**src/rtl/obf_pkg.sv**
```systemverilog
// Shared defaults, count type and timer-width helper for the AND/XOR pair monitor.
package obf_pkg;

  localparam int DEB_CYC_DEF = 4;
  localparam int WIN_CYC_DEF = 64;
  localparam int CNT_W_DEF   = 8;

  typedef logic [CNT_W_DEF-1:0] cnt_t;

  // Bits needed for a timer that counts 0..n-1 (never narrower than one bit).
  function automatic int timer_w(input int n);
    return (n <= 2) ? 1 : $clog2(n);
  endfunction

endpackage

```
**src/rtl/obf_sync_debounce.sv**
```systemverilog
// Two-flop synchroniser plus debounce filter for one asynchronous level input.
// rise_o is combinational and marks the edge on which stable_o goes 0->1.
module obf_sync_debounce
  import obf_pkg::*;
#(
  parameter int DEB_CYC = DEB_CYC_DEF
) (
  input  logic clk_i,
  input  logic rst_ni,
  input  logic d_i,
  output logic stable_o,
  output logic rise_o
);

  localparam int            DW       = timer_w(DEB_CYC);
  localparam logic [DW-1:0] DEB_LAST = DW'(DEB_CYC - 1);

  logic [1:0]    sync_reg;
  logic          stable_reg;
  logic [DW-1:0] deb_cnt_reg;
  logic          sync_lvl;
  logic          accept;

  assign sync_lvl = sync_reg[1];
  // A new level is taken once it has differed from the settled level for DEB_CYC cycles.
  assign accept   = (sync_lvl != stable_reg) && (deb_cnt_reg == DEB_LAST);

  always_ff @(posedge clk_i or negedge rst_ni) begin
    if (!rst_ni) begin
      sync_reg    <= '0;
      stable_reg  <= 1'b0;
      deb_cnt_reg <= '0;
    end else begin
      sync_reg <= {sync_reg[0], d_i};
      if ((sync_lvl == stable_reg) || accept) begin
        deb_cnt_reg <= '0;
      end else begin
        deb_cnt_reg <= deb_cnt_reg + 1'b1;
      end
      if (accept) begin
        stable_reg <= sync_lvl;
      end
    end
  end

  assign stable_o = stable_reg;
  assign rise_o   = accept & sync_lvl;

endmodule

```
**src/rtl/obf_pair_monitor.sv**
```systemverilog
// Counts debounced rising edges of the upstream AND and XOR outputs per fixed window
// and presents each window's counts to a reader over a valid/ready handshake.
module obf_pair_monitor
  import obf_pkg::*;
#(
  parameter int DEB_CYC = DEB_CYC_DEF,
  parameter int WIN_CYC = WIN_CYC_DEF,
  parameter int CNT_W   = CNT_W_DEF
) (
  input  logic             clk_i,
  input  logic             rst_ni,
  input  logic             and_i,
  input  logic             xor_i,
  output logic             valid_o,
  input  logic             ready_i,
  output logic [CNT_W-1:0] and_cnt_o,
  output logic [CNT_W-1:0] xor_cnt_o,
  output logic             ovr_o
);

  localparam int               WW       = timer_w(WIN_CYC);
  localparam logic [WW-1:0]    WIN_LAST = WW'(WIN_CYC - 1);
  localparam logic [CNT_W-1:0] CNT_MAX  = '1;

  logic [1:0]       pin_lvl;
  logic [1:0]       rise;
  logic [1:0]       stable_lvl;
  logic [CNT_W-1:0] edge_cnt_next [2];

  logic [WW-1:0]    win_cnt_reg;
  logic             win_end;
  logic             valid_reg;
  logic             ovr_reg;
  logic [CNT_W-1:0] and_cnt_reg;
  logic [CNT_W-1:0] xor_cnt_reg;

  assign pin_lvl = {xor_i, and_i};
  assign win_end = (win_cnt_reg == WIN_LAST);

  // Channel 0 is the AND output, channel 1 the XOR output.
  for (genvar gi = 0; gi < 2; gi++) begin : g_chan
    logic [CNT_W-1:0] edge_cnt_reg;

    obf_sync_debounce #(
      .DEB_CYC (DEB_CYC)
    ) u_deb (
      .clk_i    (clk_i),
      .rst_ni   (rst_ni),
      .d_i      (pin_lvl[gi]),
      .stable_o (stable_lvl[gi]),
      .rise_o   (rise[gi])
    );

    // A rise is only ever reported from a low settled level; the count saturates.
    assign edge_cnt_next[gi] =
      (rise[gi] && !stable_lvl[gi] && (edge_cnt_reg != CNT_MAX)) ? edge_cnt_reg + 1'b1
                                                                 : edge_cnt_reg;

    always_ff @(posedge clk_i or negedge rst_ni) begin
      if (!rst_ni) begin
        edge_cnt_reg <= '0;
      end else begin
        edge_cnt_reg <= win_end ? '0 : edge_cnt_next[gi];
      end
    end
  end

  // Window end always loads a fresh snapshot; an unaccepted one being replaced is an overrun.
  always_ff @(posedge clk_i or negedge rst_ni) begin
    if (!rst_ni) begin
      win_cnt_reg <= '0;
      valid_reg   <= 1'b0;
      ovr_reg     <= 1'b0;
      and_cnt_reg <= '0;
      xor_cnt_reg <= '0;
    end else begin
      win_cnt_reg <= win_end ? '0 : win_cnt_reg + 1'b1;
      if (win_end) begin
        and_cnt_reg <= edge_cnt_next[0];
        xor_cnt_reg <= edge_cnt_next[1];
        valid_reg   <= 1'b1;
        if (valid_reg && !ready_i) begin
          ovr_reg <= 1'b1;
        end
      end else if (valid_reg && ready_i) begin
        valid_reg <= 1'b0;
      end
    end
  end

  assign valid_o   = valid_reg;
  assign ovr_o     = ovr_reg;
  assign and_cnt_o = and_cnt_reg;
  assign xor_cnt_o = xor_cnt_reg;

endmodule

```
**config.mk**
```make
export PLATFORM = sky130hd
export DESIGN_NAME = obf_pair_monitor
export DESIGN_NICKNAME = d
export VERILOG_FILES = /design/src/rtl/obf_pkg.sv /design/src/rtl/obf_sync_debounce.sv /design/src/rtl/obf_pair_monitor.sv
export SDC_FILE = /design/constraint.sdc
export NUM_CORES = 1
export LEC_CHECK = 0
export ABC_AREA = 1
export CAP_MARGIN = 5
export CELL_PAD_IN_SITES_DETAIL_PLACEMENT = 2
export CELL_PAD_IN_SITES_GLOBAL_PLACEMENT = 2
export CORE_ASPECT_RATIO = 1.2
export CORE_MARGIN = 2
export CORE_UTILIZATION = 35
export CTS_CLUSTER_SIZE = 30
export DETAILED_ROUTE_END_ITERATION = 16
export GPL_TIMING_DRIVEN = 0
export PLACE_DENSITY_LB_ADDON = 0.1
export SLEW_MARGIN = 20
export SYNTH_ARGS = -nofsm -noshare
export SYNTH_HDL_FRONTEND = slang
export SYNTH_SLANG_ARGS = --single-unit
```
**constraint.sdc**
```tcl
create_clock -name clk_i -period 4 [get_ports clk_i]
set_input_delay 0.6 -clock clk_i [delete_from_list [all_inputs] [get_ports clk_i]]
set_output_delay 0.6 -clock clk_i [all_outputs]
set_load 0.02 [all_outputs]
```
After elaboration in Yosys (flattened, before gate mapping)
Index checks and enable logic that the tools add are counted.
Widths: inputs -> output; s select.
- register bits: 50
- logic and storage cells: 53
- add/subtract/negate cells: 5
- bitwise operators: 2
- mux-type cells: 9
- equality and inequality tests: 9
- reductions and logical operators: 15
- operators with widths (kind ; number):
    $mux 8 ; 4
    $add 8x1->8 const B ; 2
    $ne 8x8->1 const B ; 2
    $logic_and 1x1->1 ; 8
    $add 6x1->6 const B ; 1
    $eq 6x6->1 const B ; 1
    $mux 6 ; 1
    $add 2x1->2 const B ; 2
    $eq 2x2->1 const B ; 2
    $mux 2 ; 2
    $logic_not 1->1 ; 3
    $and 1x1->1 ; 2
    $eq 1x1->1 ; 2
    $logic_or 1x1->1 ; 2
    $mux 1 ; 2
    $ne 1x1->1 ; 2
    $reduce_and 2->1 ; 1
    $reduce_bool 2->1 ; 1

Logic depth before layout (Yosys ltp)
Gate-level depths: netlist of run 1.
- word-level depth: 7
- depth in mapped cells: 10
- gate-level depth less buffers: 10

Cells and area by module
A second synthesis of run 1 with hierarchy kept.
- cells, all modules: 259
- area, all modules: 2228.4 µm²
- by module, submodules not included (module ; cells each ; times used ; area an instance (µm²)):
    obf_pair_monitor ; 225 ; 1 ; 1865.5
    obf_sync_debounce ; 17 ; 2 ; 181.4

Worst setup path before layout of run 1
No wires, ideal clock.
- path kind: register to register
- from: register win_cnt_reg[0]
- to: register and_cnt_reg[1], in the netlist and_cnt_o[1]
- stages on the path, launching flop included: 7
- period minus slack after synthesis: 1.285 ns
- setup slack: 2.715 ns
- setup time: 0.124 ns
- arrival: 1.162 ns
- path buffers: 1
- cells stage by stage: dfrtp_1 > ha_1 > nand3_1 > nor2_2 > buf_2 > nor2_1 > o21bai_1
- cells in the longest elaborated chain, start to end: 1
- ends and longest elaborated chain (element ; RTL line ; source):
    start: declaration ; obf_pair_monitor.sv:30 ; logic [WW-1:0] win_cnt_reg;
    start signal: assignment ; obf_pair_monitor.sv:77 ; win_cnt_reg <= win_end ? '0 : win_cnt_reg + 1'b1;
    $eq 6x6->1 ; obf_pair_monitor.sv:38 ; assign win_end = (win_cnt_reg == WIN_LAST);
    end signal: assignment ; obf_pair_monitor.sv:79 ; and_cnt_reg <= edge_cnt_next[0];
    end: declaration ; obf_pair_monitor.sv:34 ; logic [CNT_W-1:0] and_cnt_reg;
No other way between the ends.
A chain may end at the register's enable or synchronous reset.

Worst setup path after layout of run 1
- from: register xor_cnt_reg[1], in the netlist xor_cnt_o[1]
- to: output port xor_cnt_o[1]
- RTL lines (element ; RTL line ; source):
    start: declaration ; obf_pair_monitor.sv:35 ; logic [CNT_W-1:0] xor_cnt_reg;
    start signal: assignment ; obf_pair_monitor.sv:80 ; xor_cnt_reg <= edge_cnt_next[1];
    end: declaration ; obf_pair_monitor.sv:17 ; output logic [CNT_W-1:0] xor_cnt_o,
No word-level cell between the ends.

==> flow_summary.ini, run 1 <==
[drt]
drc = 0
drt_wl_total_um = 5721
wl_per_cell_um = 14.78
drtIter0Drc = 39
via_count = 1852
first_pass_iters = 4
via_per_inst = 4.786
ant_nets = 0

[floorplanning]
die-area_um2 = 7332
die_w_um = 78.50
dieHeight_um = 93.40
num_rows = 32
start_util_pct = 36.16
core_um2 = 6446
io_pins = 23

[critical_path]
crit_type = reg2out
worst_ep_required_time_ns = 3.40
cp-start-kind = register
slowest_stage = clkdlybuf4s50_1
end_kind = primary output
cp_num_buf_inv = 1
crit_fanout = 2
critical-path-max-stage-delay_ns = 0.64
cp_cell_sequence = clkdlybuf4s50_1
crit_family = buffers and inverters
arrival_ns = 1.34

[synth]
syn_area_um2 = 2331
yosysSeqAreaShare_pct = 53.68
syn_avg_cell_area_um2 = 8.570
syn-instance-count = 272
ys_types = 25
syn-num-nets = 282
synth_warnings = 0
ys_ff_latch = 50

[cts]
cts_made_buffers = 5
clock_sinks = 50
clock_latency_ns = 0.31
cts_hold_buf = 0
clock_path_buffers = 2
cts_tree = done
post_cts_resize_count = 0
post-cts-setup-buffers = 0
htree_num_levels = 2
cts-root-buf = clkbuf_8
cts.reportedPaths.clkPinSlew_ns = 0.10

[min_path]
hold_path.class = in2async

[sta]
fmax_ghz = 0.5168
finalCritPeriodShare_pct = 48.38
worst_slack_ns = 2.065
tightestPinTransition_ns = 0.6449
min_period_ns = 1.935
slew_viol_final = 0
slew_headroom_pct = 57.01
rsz0062_at_grt = no
finalHoldViolCount = 0
skew_ns = 0.008796
finalSetupViolations = 0
setup_tns_ns = 0

[flow_run]
cap_violations = 0

[cells_and_area]
multi_input_area_um2 = 937.1
final_cell_mix = nand2_1, dfrtp_1, inv_1
n_antenna_cell = 0
final_common_cell = nand2_1
largest_reg_flops = 16
num-fill-cells = 762
drive_gt1_share_pct = 11.26
seqCellArea_um2 = 1251
syn_to_final_growth_pct = 17.77
nets = 311

[place]
dpl.hpwl_um = 4162
pre_cts_ws_ns = 2.425
placement.io_buffers = 22
globalplace.congestion = 0.7311

[power_and_ir_drop]
switching_share_pct = 34.60
leakage_nw = 1.386
clkPwrFrac_pct = 25.0
p_sw_w = 0.0004278
p_comb_share_pct = 23.1
max-vdd-ir-drop_v = 0.0001826
seq_power_share_pct = 51.9
p_int_w = 0.0008086
cellPowerDensity_nw_per_um2 = 450.4

[outcome]
status = finished clean

[grt]
grt_pass1_vias = 2107
grt_antenna_before_repair = 0
grt_use_total_pct = 17.91
grt_max_degree = 51
grt-ovfl-total = 0
grt_pass1_wl_um = 10170
[cell type report]
| class | instances | area share (%) |
|---|---|---|
| flip-flops and latches | 50 | 45.58 |
| multi-input cells | 187 | 34.14 |
| repair buffers | 22 | 7.931 |
| inverters | 30 | 4.284 |
| well taps | 85 | 3.874 |
| clock buffers | 5 | 2.507 |
| plain buffers | 5 | 0.9116 |
| clock inverters | 3 | 0.7748 |
[Yosys cell counts]
| library cell | instances | area, um2 |
|---|---|---|
| nand2_4 | 2 | 22.52 |
| o211ai_1 | 1 | 7.510 |
| nand4_1 | 3 | 18.77 |
| nor2_1 | 25 | 93.84 |
| nand2_1 | 89 | 334.1 |
| inv_6 | 1 | 8.760 |
| dfrtp_1 | 50 | 1251 |
| nand2_8 | 1 | 20.02 |
| nor2_4 | 2 | 22.52 |
| xnor2_1 | 3 | 26.28 |
| o21ai_0 | 4 | 20.02 |
| nand3b_1 | 1 | 7.510 |
| inv_1 | 27 | 101.4 |
| xor2_1 | 6 | 52.55 |
| or2_2 | 1 | 6.260 |
| a21oi_1 | 10 | 50.05 |
| o21bai_1 | 3 | 22.52 |
| nand2_2 | 7 | 43.79 |
| inv_2 | 2 | 7.510 |
| o21ai_1 | 5 | 25.02 |
| ha_1 | 5 | 62.56 |
| buf_2 | 5 | 25.02 |
| nor2_2 | 4 | 25.02 |
| nand3_1 | 14 | 70.07 |
| and2_1 | 1 | 6.260 |
[power by group through the flow]
stage / Combinational (W) / Sequential [W] / Clock (W)
3_5_place_dp: 0.000291 / 0.000655 / 0
4_1_cts: 0.000296 / 0.000644 / 0.000324
5_1_grt: 0.000347 / 0.000654 / 0.000337
2_1_floorplan: 0.000219 / 0.000636 / 0
3_3_place_gp: 0.000269 / 0.000650 / 0
6_report: 0.000286 / 0.000642 / 0.000309
[layer usage]
metal / global-route usage, % / vias to the layer above / part of all wire [%]
li1: - / 896 / -
met1: 19.74 / 935 / 40
met2: 34.47 / 14 / 57
met3: 2.896 / 7 / 1.8
met4: 5.702 / 0 / 1.5
met5: 0 / - / 0
[cells by family after synthesis]
kind of cell               Yosys count  synth area share (%)
xor gates and xnor gates             9                 3.382
AOI/OAI and AO/OA                   23                 5.368
and+or+nand+nor                    150                 28.77
buffers and inverters               35                 6.119
adders and majority gates            5                 2.684
DFF                                 50                 53.68
[worst paths after layout]
path | slack (ns) | end | depth (start not counted) | start
max | 2.06 | xor_cnt_o[1] | 1 | xor_cnt_o[1]
min | 0.31 | win_cnt_reg[5] | 1 | rst_ni
max reg2reg | 2.47 | xor_cnt_o[1] | 6 | win_cnt_reg[0]
min reg2reg | 0.36 | g_chan[0].u_deb.sync_reg[1] | 0 | g_chan[0].u_deb.sync_reg[0]
max in group asynchronous | 3.27 | g_chan[0].edge_cnt_reg[2] | 1 | rst_ni
min in group clk_i | 0.36 | g_chan[0].u_deb.sync_reg[1] | 0 | g_chan[0].u_deb.sync_reg[0]
[through the flow]
stage / power [W] / utilization, % / instance area, um2 / hold WS, ns / instances
6_report: 0.001236 / 42.59 / 2745 / 0.3072 / 387
5_1_grt: 0.001337 / 42.59 / 2745 / 0.3448 / 387
4_1_cts: 0.001264 / 42.59 / 2745 / 0.3290 / 387
3_5_place_dp: 0.0009454 / 41.19 / 2655 / 0.3442 / 379
3_3_place_gp: 0.0009188 / 41.23 / 2658 / 0.3379 / 379
2_1_floorplan: 0.0008554 / - / 2331 / 0.3044 / 272
(Power assumes the default switching activity.)
==> run 2, diff against run 1 <==
--- a/config.mk
+++ b/config.mk
@@ -11,7 +11,7 @@
 export CELL_PAD_IN_SITES_GLOBAL_PLACEMENT = 2
 export CORE_ASPECT_RATIO = 1.2
 export CORE_MARGIN = 2
-export CORE_UTILIZATION = 35
+export CORE_UTILIZATION = 34
 export CTS_CLUSTER_SIZE = 30
 export DETAILED_ROUTE_END_ITERATION = 16
 export GPL_TIMING_DRIVEN = 0
==> constraint.sdc (replaced) <==
create_clock -name clk_i -period 1.9 [get_ports clk_i]
set_input_delay 0.285 -clock clk_i [delete_from_list [all_inputs] [get_ports clk_i]]
set_output_delay 0.285 -clock clk_i [all_outputs]
set_load 0.02 [all_outputs]
==> run 2 against run 1 <==
Against the previous run: sequential share of layout area down 0.90 points; worst setup slack worse by 1.8 ns; core utilization down 0.98 points; total power up 130%; routed wire length down 3.3%; critical endpoint is now and_cnt_o[2].
==> flow_summary.ini, run 2 (synthesized netlist as in run 1, its figures left out) <==
[floorplanning]
die-area_um2 = 7537
io_pins = 23
num_rows = 33
start_util_pct = 34.63
dieHeight_um = 94.70
die_w_um = 79.59
core_um2 = 6730

[grt]
grt_pass1_vias = 2040
grt_antenna_before_repair = 0
grt-ovfl-total = 0
grt_use_total_pct = 16.55
grt_pass1_wl_um = 9625
grt_max_degree = 51

[cells_and_area]
final_common_cell = nand2_1
final_cell_mix = nand2_1, dfrtp_1, inv_1
syn_to_final_growth_pct = 20.13
post-route-util_pct = 41.61
multi_input_area_um2 = 937.1
n_antenna_cell = 0
stdcell_count = 389
largest_reg_flops = 16
drive_gt1_share_pct = 11.26
num-fill-cells = 767
seqCellArea_um2 = 1251
nets = 311

[cts]
cts.reportedPaths.clkPinSlew_ns = 0.09
cts_hold_buf = 0
clock_path_buffers = 2
post_cts_resize_count = 0
post-cts-setup-buffers = 0
clock_latency_ns = 0.30
cts-root-buf = clkbuf_8
cts_tree = done
cts_made_buffers = 5
htree_num_levels = 2
clock_sinks = 50

[sta]
min_period_ns = 1.587
finalCritPeriodShare_pct = 83.54
fmax_ghz = 0.6300
slew_viol_final = 0
rsz0062_at_grt = no
whs_ns = 0.004251
tightestPinTransition_ns = 0.6516
finalSetupViolations = 0
worst_slack_ns = 0.3128
finalHoldViolCount = 0
skew_ns = 0.007725
slew_headroom_pct = 56.56

[power_and_ir_drop]
leakage_nw = 1.414
fin_total_pwr_w = 0.002877
max-vdd-ir-drop_v = 0.0004778
cellPowerDensity_nw_per_um2 = 1027

[drt]
wl_per_cell_um = 14.22
drtIter0Drc = 44
drc = 0
first_pass_iters = 4
via_per_inst = 4.748
via_count = 1847
ant_nets = 0
drt_wl_total_um = 5530

[flow_run]
cap_violations = 0

[critical_path]
reg2regPathDepth = 7
r2r_slack_ns = 0.38
crit_fanout = 2
r2r_start = g_chan[1].edge_cnt_reg[0]
crit_start = and_cnt_o[2]
arrival_ns = 1.30
crit_type = reg2out
cp-start-kind = register
critical-path-max-stage-delay_ns = 0.62
cp_cell_sequence = clkdlybuf4s50_1
slowest_stage = clkdlybuf4s50_1
worst_ep_required_time_ns = 1.62
cp_num_buf_inv = 1
crit_family = buffers and inverters
reg2reg_to = xor_cnt_o[6]
end_kind = primary output

[place]
dpl.hpwl_um = 4156
pre_cts_ws_ns = 0.3874
dpl.cell_count = 381
globalplace.congestion = 0.7941
placement.io_buffers = 22

[outcome]
status = finished clean

[min_path]
hold_path.class = in2async
[run 2: per-layer routing]
| layer | vias to the layer above | track usage, % | routed length [um] | part of all wire [%] |
|---|---|---|---|---|
| li1 | 897 | - | - | - |
| met1 | 931 | 20.27 | 2446 | 44 |
| met2 | 13 | 30.11 | 2929 | 53 |
| met3 | 6 | 2.294 | 82 | 1.5 |
| met4 | 0 | 4.741 | 71 | 1.3 |
| met5 | - | 0 | 0 | 0 |
[run 2: worst max path at each step]
stage / slack (ns) / endpoint / cells past startpoint
floorplan: 0.61 / and_cnt_o[1] / 6
global placement: -1.04 / xor_cnt_o[7] / 1
global route: 0.24 / xor_cnt_o[6] / 7
CTS: 0.30 / and_cnt_o[2] / 1
finish: 0.31 / and_cnt_o[2] / 1
detailed placement: 0.39 / xor_cnt_o[1] / 6
[run 2: power breakdown]
part | total (W) | internal [W] | switching, W | leakage, nW
Clock | 0.000925 | 0.000562 | 0.000364 | 0.0714
Sequential | 0.00135 | 0.00122 | 0.000134 | 0.652
Combinational | 0.000599 | 0.000221 | 0.000378 | 0.690
[run 2: final cells by class]
cell class                      instances  share of cell area (%)
Multi-Input combinational cell        187                   33.47
Clock buffer                            6                   2.949
Inverter                               30                   4.200
Clock inverter                          2                   2.145
Sequential cell                        50                   44.68
Tap cell                               87                   3.887
Buffer                                  5                  0.8937
Timing Repair Buffer                   22                   7.775
[run 2: per-stage QoR]
stage,area [um2],setup TNS [ns]
final,2800,0
after global routing,2800,0
after CTS,2800,0
after detailed placement,2658,0
after global placement,2660,-51.84
after floorplan,2331,0
==> run 3, diff against run 2 <==
--- a/config.mk
+++ b/config.mk
@@ -11,7 +11,7 @@
 export CELL_PAD_IN_SITES_GLOBAL_PLACEMENT = 2
 export CORE_ASPECT_RATIO = 1.2
 export CORE_MARGIN = 2
-export CORE_UTILIZATION = 34
+export CORE_UTILIZATION = 31
 export CTS_CLUSTER_SIZE = 30
 export DETAILED_ROUTE_END_ITERATION = 16
 export GPL_TIMING_DRIVEN = 0
==> constraint.sdc (replaced) <==
create_clock -name clk_i -period 1.4 [get_ports clk_i]
set_input_delay 0.21 -clock clk_i [delete_from_list [all_inputs] [get_ports clk_i]]
set_output_delay 0.21 -clock clk_i [all_outputs]
set_load 0.02 [all_outputs]
==> run 3 against run 2 <==
Against the previous run: the flow now finishes with violations (negative setup slack); non-clock buffer count grew 18; sequential cell count is the same; count of clock-buffer cells in the layout decreased by 1; final cell count increased by 5.4%; highest routed layer unchanged.
==> flow_summary.ini, run 3 (synthesized netlist as in run 1, its figures left out) <==
[outcome]
status = finished with violations
violations = negative setup slack

[sta]
finalSetupViolations = 3
slew_headroom_pct = 56.29
worst_slack_ns = -0.01330
fmax_ghz = 0.7076
whs_ns = 0.3354
skew_ns = 0.004378
finalCritPeriodShare_pct = 101.0
min_period_ns = 1.413
rsz0062_at_grt = yes
setup_tns_ns = -0.02504
finalHoldViolCount = 0
slew_viol_final = 0
tightestPinTransition_ns = 0.6556

[cts]
clock_latency_ns = 0.31
cts_made_buffers = 5
clock_path_buffers = 2
cts_tree = done
cts-root-buf = clkbuf_8
cts.reportedPaths.clkPinSlew_ns = 0.10
htree_num_levels = 2
clock_sinks = 50

[critical_path]
reg2reg_to = g_chan[0].edge_cnt_reg[4]
reg2regPathDepth = 8
end_kind = register
cp-start-kind = register
worst_ep_required_time_ns = 1.60
arrival_ns = 1.61
r2r_slack_ns = -0.01
crit_fanout = 3
r2r_start = g_chan[0].edge_cnt_reg[0]
crit_type = reg2reg

[floorplanning]
die_w_um = 83.16
num_rows = 34
core_um2 = 7274
start_util_pct = 32.04
dieHeight_um = 98.99
die-area_um2 = 8232
io_pins = 23

[drt]
via_per_inst = 4.741
via_count = 1944
drt_wl_total_um = 6249
drc = 0
first_pass_iters = 3
drtIter0Drc = 56
wl_per_cell_um = 15.24
ant_nets = 0

[grt]
grt_max_degree = 51
grt_use_total_pct = 15.76
grt_antenna_before_repair = 0
grt_pass1_wl_um = 10280
grt-ovfl-total = 0
grt_pass1_vias = 2145

[power_and_ir_drop]
cellPowerDensity_nw_per_um2 = 1338
max-vdd-ir-drop_v = 0.0004422
leakage_nw = 1.616

[place]
placement.io_buffers = 22
dpl.hpwl_um = 4045
globalplace.congestion = 0.7529
dpl.cell_count = 384

[cells_and_area]
num-fill-cells = 808
final_cell_mix = nand2_1, dfrtp_1, inv_1
seqCellArea_um2 = 1251
n_antenna_cell = 0
stdcell_count = 410
nets = 329
largest_reg_flops = 16
drive_gt1_share_pct = 26.88
final_common_cell = nand2_1
multi_input_area_um2 = 1132
syn_to_final_growth_pct = 34.25

[flow_run]
cap_violations = 0

[min_path]
hold_path_depth = 1
worstHoldStart = and_i
hold_end = g_chan[0].u_deb.sync_reg[0]
hold_path.class = in2reg
## run 3: cell types whose count changed in the layout (fill, tap and decap cells not counted), sizes merged
cell / previous run / this run
clkdlybuf4s50: 21 / 3
dlygate4sd2: 0 / 18
buf: 6 / 22
bufinv: 2 / 1
clkinv: 0 / 1
dlygate4sd3: 0 / 1
inv: 30 / 31
## run 3: layer usage
metal  up-vias  GRT usage (%)  part of all wire (%)
li1        930              -                     -
met1       990          17.25                    39
met2        15          30.46                    57
met3         9          2.261                   1.8
met4         0          5.927                   1.8
met5         -              0                     0
## run 3: critical path, stage by stage (launching register included)
cell and delay (ns):
dfrtp_1 0.39, ha_2 0.22, nand2_2 0.08, nor2_4 0.16, buf_6 0.12, xor2_2 0.14
nand2_2 0.08, nand2_1 0.07, nor2_1 0.04
## run 3: report_power, final
part / switching (W) / internal [W]
logic: 0.000721 / 0.000575
clock network: 0.000520 / 0.000537
registers: 0.000182 / 0.00165
total: 0.00142 / 0.00277
## run 3: final cells by class
type                       instances  share of cell area (%)
tap                               90                   3.599
multi-input combinational        187                   36.19
sequential                        50                   39.98
inverter                          30                   4.078
buffer                             5                   1.799
timing repair buffer              40                   10.76
clock inverter                     3                   1.399
clock buffer                       5                   2.199
## run 3: per-stage QoR
step                setup WS (ns)  cell area (um2)  total power (W)  utilization (%)
global placement           -1.498             2664         0.002625            36.62
floorplan                  0.1146             2331         0.002444                -
CTS                      0.001190             2872         0.003941            39.47
finish                   -0.01330             3129         0.004188            43.02
global route              -0.1185             3129         0.004485            43.02
detailed placement        -0.1357             2661         0.002691            36.58
## run 3: how the worst max path moves through the flow
stage,from,to,cells after the start
finish,g_chan[0].edge_cnt_reg[0],g_chan[0].edge_cnt_reg[4],8
detailed placement,win_cnt_reg[0],and_cnt_o[1],6
global route,g_chan[0].edge_cnt_reg[0],and_cnt_o[6],9
CTS,g_chan[0].edge_cnt_reg[0],and_cnt_o[4],8
floorplan,win_cnt_reg[0],and_cnt_o[1],6
global placement,rst_ni,g_chan[0].edge_cnt_reg[5],1
## run 3: repair_timing
action | CTS | global route
hold buffers | 1 | 0
buffers inserted | 6 | 11
endpoints found under the setup margin | 54 | 35
gates resized for setup | 35 | 48
gates cloned | 0 | 0
endpoints found under the hold margin | 50 | 0
pin swaps | 5 | 19
==> edit 1: new RTL, flow settings as in run 2 <==
Put one more register stage on the output `and_cnt_o`. The value now appears one clock later. The other outputs are not delayed to match.
--- a/src/rtl/obf_pair_monitor.sv
+++ b/src/rtl/obf_pair_monitor.sv
@@ -91,5 +91,7 @@
   assign valid_o   = valid_reg;
   assign ovr_o     = ovr_reg;
-  assign and_cnt_o = and_cnt_reg;
+  always_ff @(posedge clk_i) begin
+    and_cnt_o <= and_cnt_reg;
+  end
   assign xor_cnt_o = xor_cnt_reg;
 
Formal check against the unedited RTL: no difference found for any inputs over 10 cycles, from zero or initial values and one cycle with rst_ni low; that may be too few to reach the edited logic, so the function may still have changed.
==> edit 1 against run 2 <==
Sequential cell count grew 8. Clock skew shrank 0.0021 ns. Hold slack gained 0.35 ns. Design area grew 9.8%. Power grew 22%. Clock power grew 50%. Routed wire length grew 7.6%. Setup slack lost 0.0045 ns. Register-to-register slack lost 0.03 ns. Maximum frequency shrank 0.28%. Sequential share of layout area grew 1.2 points. Synthesized area grew 7.0%.
==> edit 1: results (changes against run 2) <==
| Metric | Value |
|---|---|
| Final worst slack | 0.308 ns (-0.00449 ns) |
| First-pass GRT wire length | 10.3 mm (+6.7%) |
| Met3 WL post-DR | 145 um (+77%) |
| Net Count, Synth | 290 (+2.8%) |
| Fraction of layout cells with a size suffix above 1 | 13.5% (+2.2 points) |
| Total Routing Usage GR | 17.1% (+0.60 points) |
| CP endpoint | xor_cnt_o[1] |
| Met3 Track Usage GR | 4.99% (+2.7 points) |
| Top post-synthesis cells by count | nand2_1, dfrtp_1, inv_1, nor2_1, nand3_1 |
| Skew final | 0.00558 ns (-0.00214 ns) |
| Reg-to-reg startpoint | win_cnt_reg[0] |
| Register area share after synthesis | 56.6% (+2.9 points) |
| Clk_lat worst skew | 0.34 ns (+0.04 ns) |
| Via density | 4.71 (-0.77%) |
| Met1 Wirelength | 2.60 mm (+6.2%) |
| Net Sw Frac | 29.5% (-0.95 points) |
| Adder-cell share of the synthesized area | 2.51% (-0.18 points) |
| LEAKAGE | 1.53 nW (+8.3%) |
| Pre-CTS setup slack | 0.378 ns (-0.00984 ns) |
| Iter 0 DRT Violations | 54 (+23%) |
| Vias in the first global route | 2149 (+5.3%) |
| Wire per inst | 14.6 um (+2.4%) |
| GR Layer Usage met1 | 20.3% (+0.078 points) |
| Clock share of power | 39.6% (+7.4 points) |
| Synth cell types | 26 (+4.0%) |
| Nets | 324 (+4.2%) |
| Placed wire-length estimate | 4.14 mm (-0.28%) |
| Gpl congestion | 0.766 (-3.6%) |
| H-tree depth | 3 (+1) |
| Reg clk slew, reported paths | 0.07 ns (-0.02 ns) |
| Post-synthesis xor/xnor area fraction | 3.16% (-0.22 points) |
| Final hold slack | 0.357 ns (+0.353 ns) |
| FILL cells | 817 (+6.5%) |
| Status | complete, no violations |
| Met2 Wirelength | 3.10 mm (+5.8%) |
| VDD IR max | 0.567 mV (+19%) |
| CP startpoint | xor_cnt_o[1] |
-- edit 1: area by class of cell --
cell class | instances | area (sq um) | area share, %
flip-flops and latches | 58 | 1410 | 45.9
multi-input cells | 187 | 940 | 30.6
repair buffers | 23 | 228 | 7.41
clock buffers | 9 | 124 | 4.03
inverters | 30 | 118 | 3.83
clock inverters | 7 | 116 | 3.79
well taps | 90 | 113 | 3.66
plain buffers | 5 | 25.0 | 0.814
-- edit 1: timing repair --
action | in CTS | in global routing
hold endpoints to repair | 27 | 0
hold buffers | 1 | 0
resized for setup | 0 | 0
-- edit 1: stage by stage --
stage | instance area (sq um) | instances | utilization [%] | power (mW)
global placement | 2830 | 392 | 39.3 | 2.11
global route | 3070 | 409 | 42.8 | 3.77
finish | 3070 | 409 | 42.8 | 3.52
CTS | 3070 | 409 | 42.8 | 3.58
floorplan | 2490 | 280 | - | 1.98
detailed placement | 2820 | 392 | 39.3 | 2.15
==> edit 2: new RTL, flow settings as in run 2 <==
Without the edit above. Set the package constant `CNT_W_DEF` to 7 (it was 8).
--- a/src/rtl/obf_pkg.sv
+++ b/src/rtl/obf_pkg.sv
@@ -4,5 +4,5 @@
   localparam int DEB_CYC_DEF = 4;
   localparam int WIN_CYC_DEF = 64;
-  localparam int CNT_W_DEF   = 8;
+  localparam int CNT_W_DEF   = 7;
 
   typedef logic [CNT_W_DEF-1:0] cnt_t;
Interface: changed (resized and_cnt_o and xor_cnt_o); port bits go from 23 to 21. No check against the original RTL was run, so the function may have changed too.
==> edit 2 against run 2 <==
Clock skew increased by 0.00081 ns. Synthesized area decreased by 13%. Design area decreased by 12%. Largest cell class unchanged. Setup slack improved by 0.0058 ns. Routed wire length decreased by 18%. Power decreased by 16%. Via count decreased by 14%. Sequential cell count decreased by 4. Sequential power decreased by 5%. Sequential share of layout area increased by 1.8 points.
==> edit 2: results (changes against run 2) <==
| Metric | Value |
|---|---|
| Non-filler cells, final | 339 (-13%) |
| FILL cells | 656 (-14%) |
| Delay-heaviest family, CP | simple AND/OR/NAND/NOR gates |
| Met1 Wirelength | 1.98 mm (-19%) |
| Skew final | 0.00853 ns (+0.000808 ns) |
| Register area share after synthesis | 56.7% (+3.0 points) |
| Gpl congestion | 0.710 (-11%) |
| Worst-path fanout max | 5 (+3) |
| # clock sinks | 46 (-8.0%) |
| Worst rel slew slack | 73.2% (+17 points) |
| Net Count, Synth | 240 (-15%) |
| Psw | 0.770 mW (-12%) |
| LEAKAGE | 1.24 nW (-12%) |
| Mapped Cells | 230 (-15%) |
| GR Util met2 | 28.2% (-1.9 points) |
| Hold bufs inserted after CTS | 1 (+1) |
| Largest net degree at the start of global routing | 18 (-65%) |
| First-pass GRT wire length | 7.94 mm (-17%) |
| Max FFs per register | 14 (-2) |
| Fraction of layout cells with a size suffix above 1 | 8.49% (-2.8 points) |
| Total Routing Usage GR | 15.8% (-0.78 points) |
| Met3 WL post-DR | 81 um (-1.2%) |
| Synth Area in Compound Gates | 5.60% (+0.24 points) |
| Vias after detailed routing | 1595 (-14%) |
| Iter 0 DRT Violations | 41 (-6.8%) |
| # placed instances | 332 (-13%) |
| Post-synthesis xor/xnor area fraction | 3.45% (+0.067 points) |
| Top post-synthesis cells by count | nand2_1, dfrtp_1, nor2_1, inv_1, nand3_1 |
| CP max-delay cell | dfrtp_1 |
| Routed WL | 4.54 mm (-18%) |
| Vias in the first global route | 1747 (-14%) |
| Nets | 270 (-13%) |
| Synth cell types | 23 (-8.0%) |
| Status | complete, no violations |
| Ranking of synthesized cells by area | dfrtp_1, nand2_1, nor2_1 |
| Port bufs | 20 (-9.1%) |
| Met3 Track Usage GR | 3.08% (+0.78 points) |
| Arrival @ worst endpoint | 1.77 ns (+0.47 ns) |
| Met2 Wirelength | 2.43 mm (-17%) |
edit 2: power groups by stage:
| stage | clock network [mW] | registers, mW | logic [mW] |
|---|---|---|---|
| after floorplan | 0 | 1.26 | 0.426 |
| after global placement | 0 | 1.29 | 0.520 |
| after detailed placement | 0 | 1.30 | 0.568 |
| after CTS | 0.625 | 1.28 | 0.575 |
| after global routing | 0.666 | 1.31 | 0.671 |
| final | 0.590 | 1.28 | 0.555 |
edit 2: stage by stage:
step / worst slack (ns) / power [mW] / TNS, ns / instance area (sq um)
2_1_floorplan: 0.572 / 1.69 / 0 / 2030
3_3_place_gp: -0.827 / 1.81 / -37.88 / 2330
3_5_place_dp: 0.283 / 1.87 / 0 / 2380
4_1_cts: 0.276 / 2.48 / 0 / 2470
5_1_grt: 0.172 / 2.64 / 0 / 2470
6_report: 0.319 / 2.42 / 0 / 2470
edit 2: path summary, 6_finish.rpt:
path / start / to / slack [ns]
max: g_chan[0].edge_cnt_reg[0] / and_cnt_o[4] / 0.32
min: g_chan[1].u_deb.sync_reg[0] / g_chan[1].u_deb.sync_reg[1] / 0.35
max in group asynchronous: rst_ni / g_chan[1].edge_cnt_reg[2] / 0.88
min in group asynchronous: rst_ni / win_cnt_reg[5] / 0.44
min reg2reg: g_chan[1].u_deb.sync_reg[0] / g_chan[1].u_deb.sync_reg[1] / 0.35
max reg2reg: g_chan[0].edge_cnt_reg[0] / and_cnt_o[4] / 0.32
edit 2: layout make-up:
type                            count  area [sq um]  area share (%)
Sequential cell                    46          1150            46.5
Multi-Input combinational cell    154           754            30.5
Inverter                           26          97.6            3.94
Buffer                              4          28.8            1.16
Tap cell                           80           100            4.04
Clock buffer                        6          82.6            3.34
Timing Repair Buffer               23           260            10.5
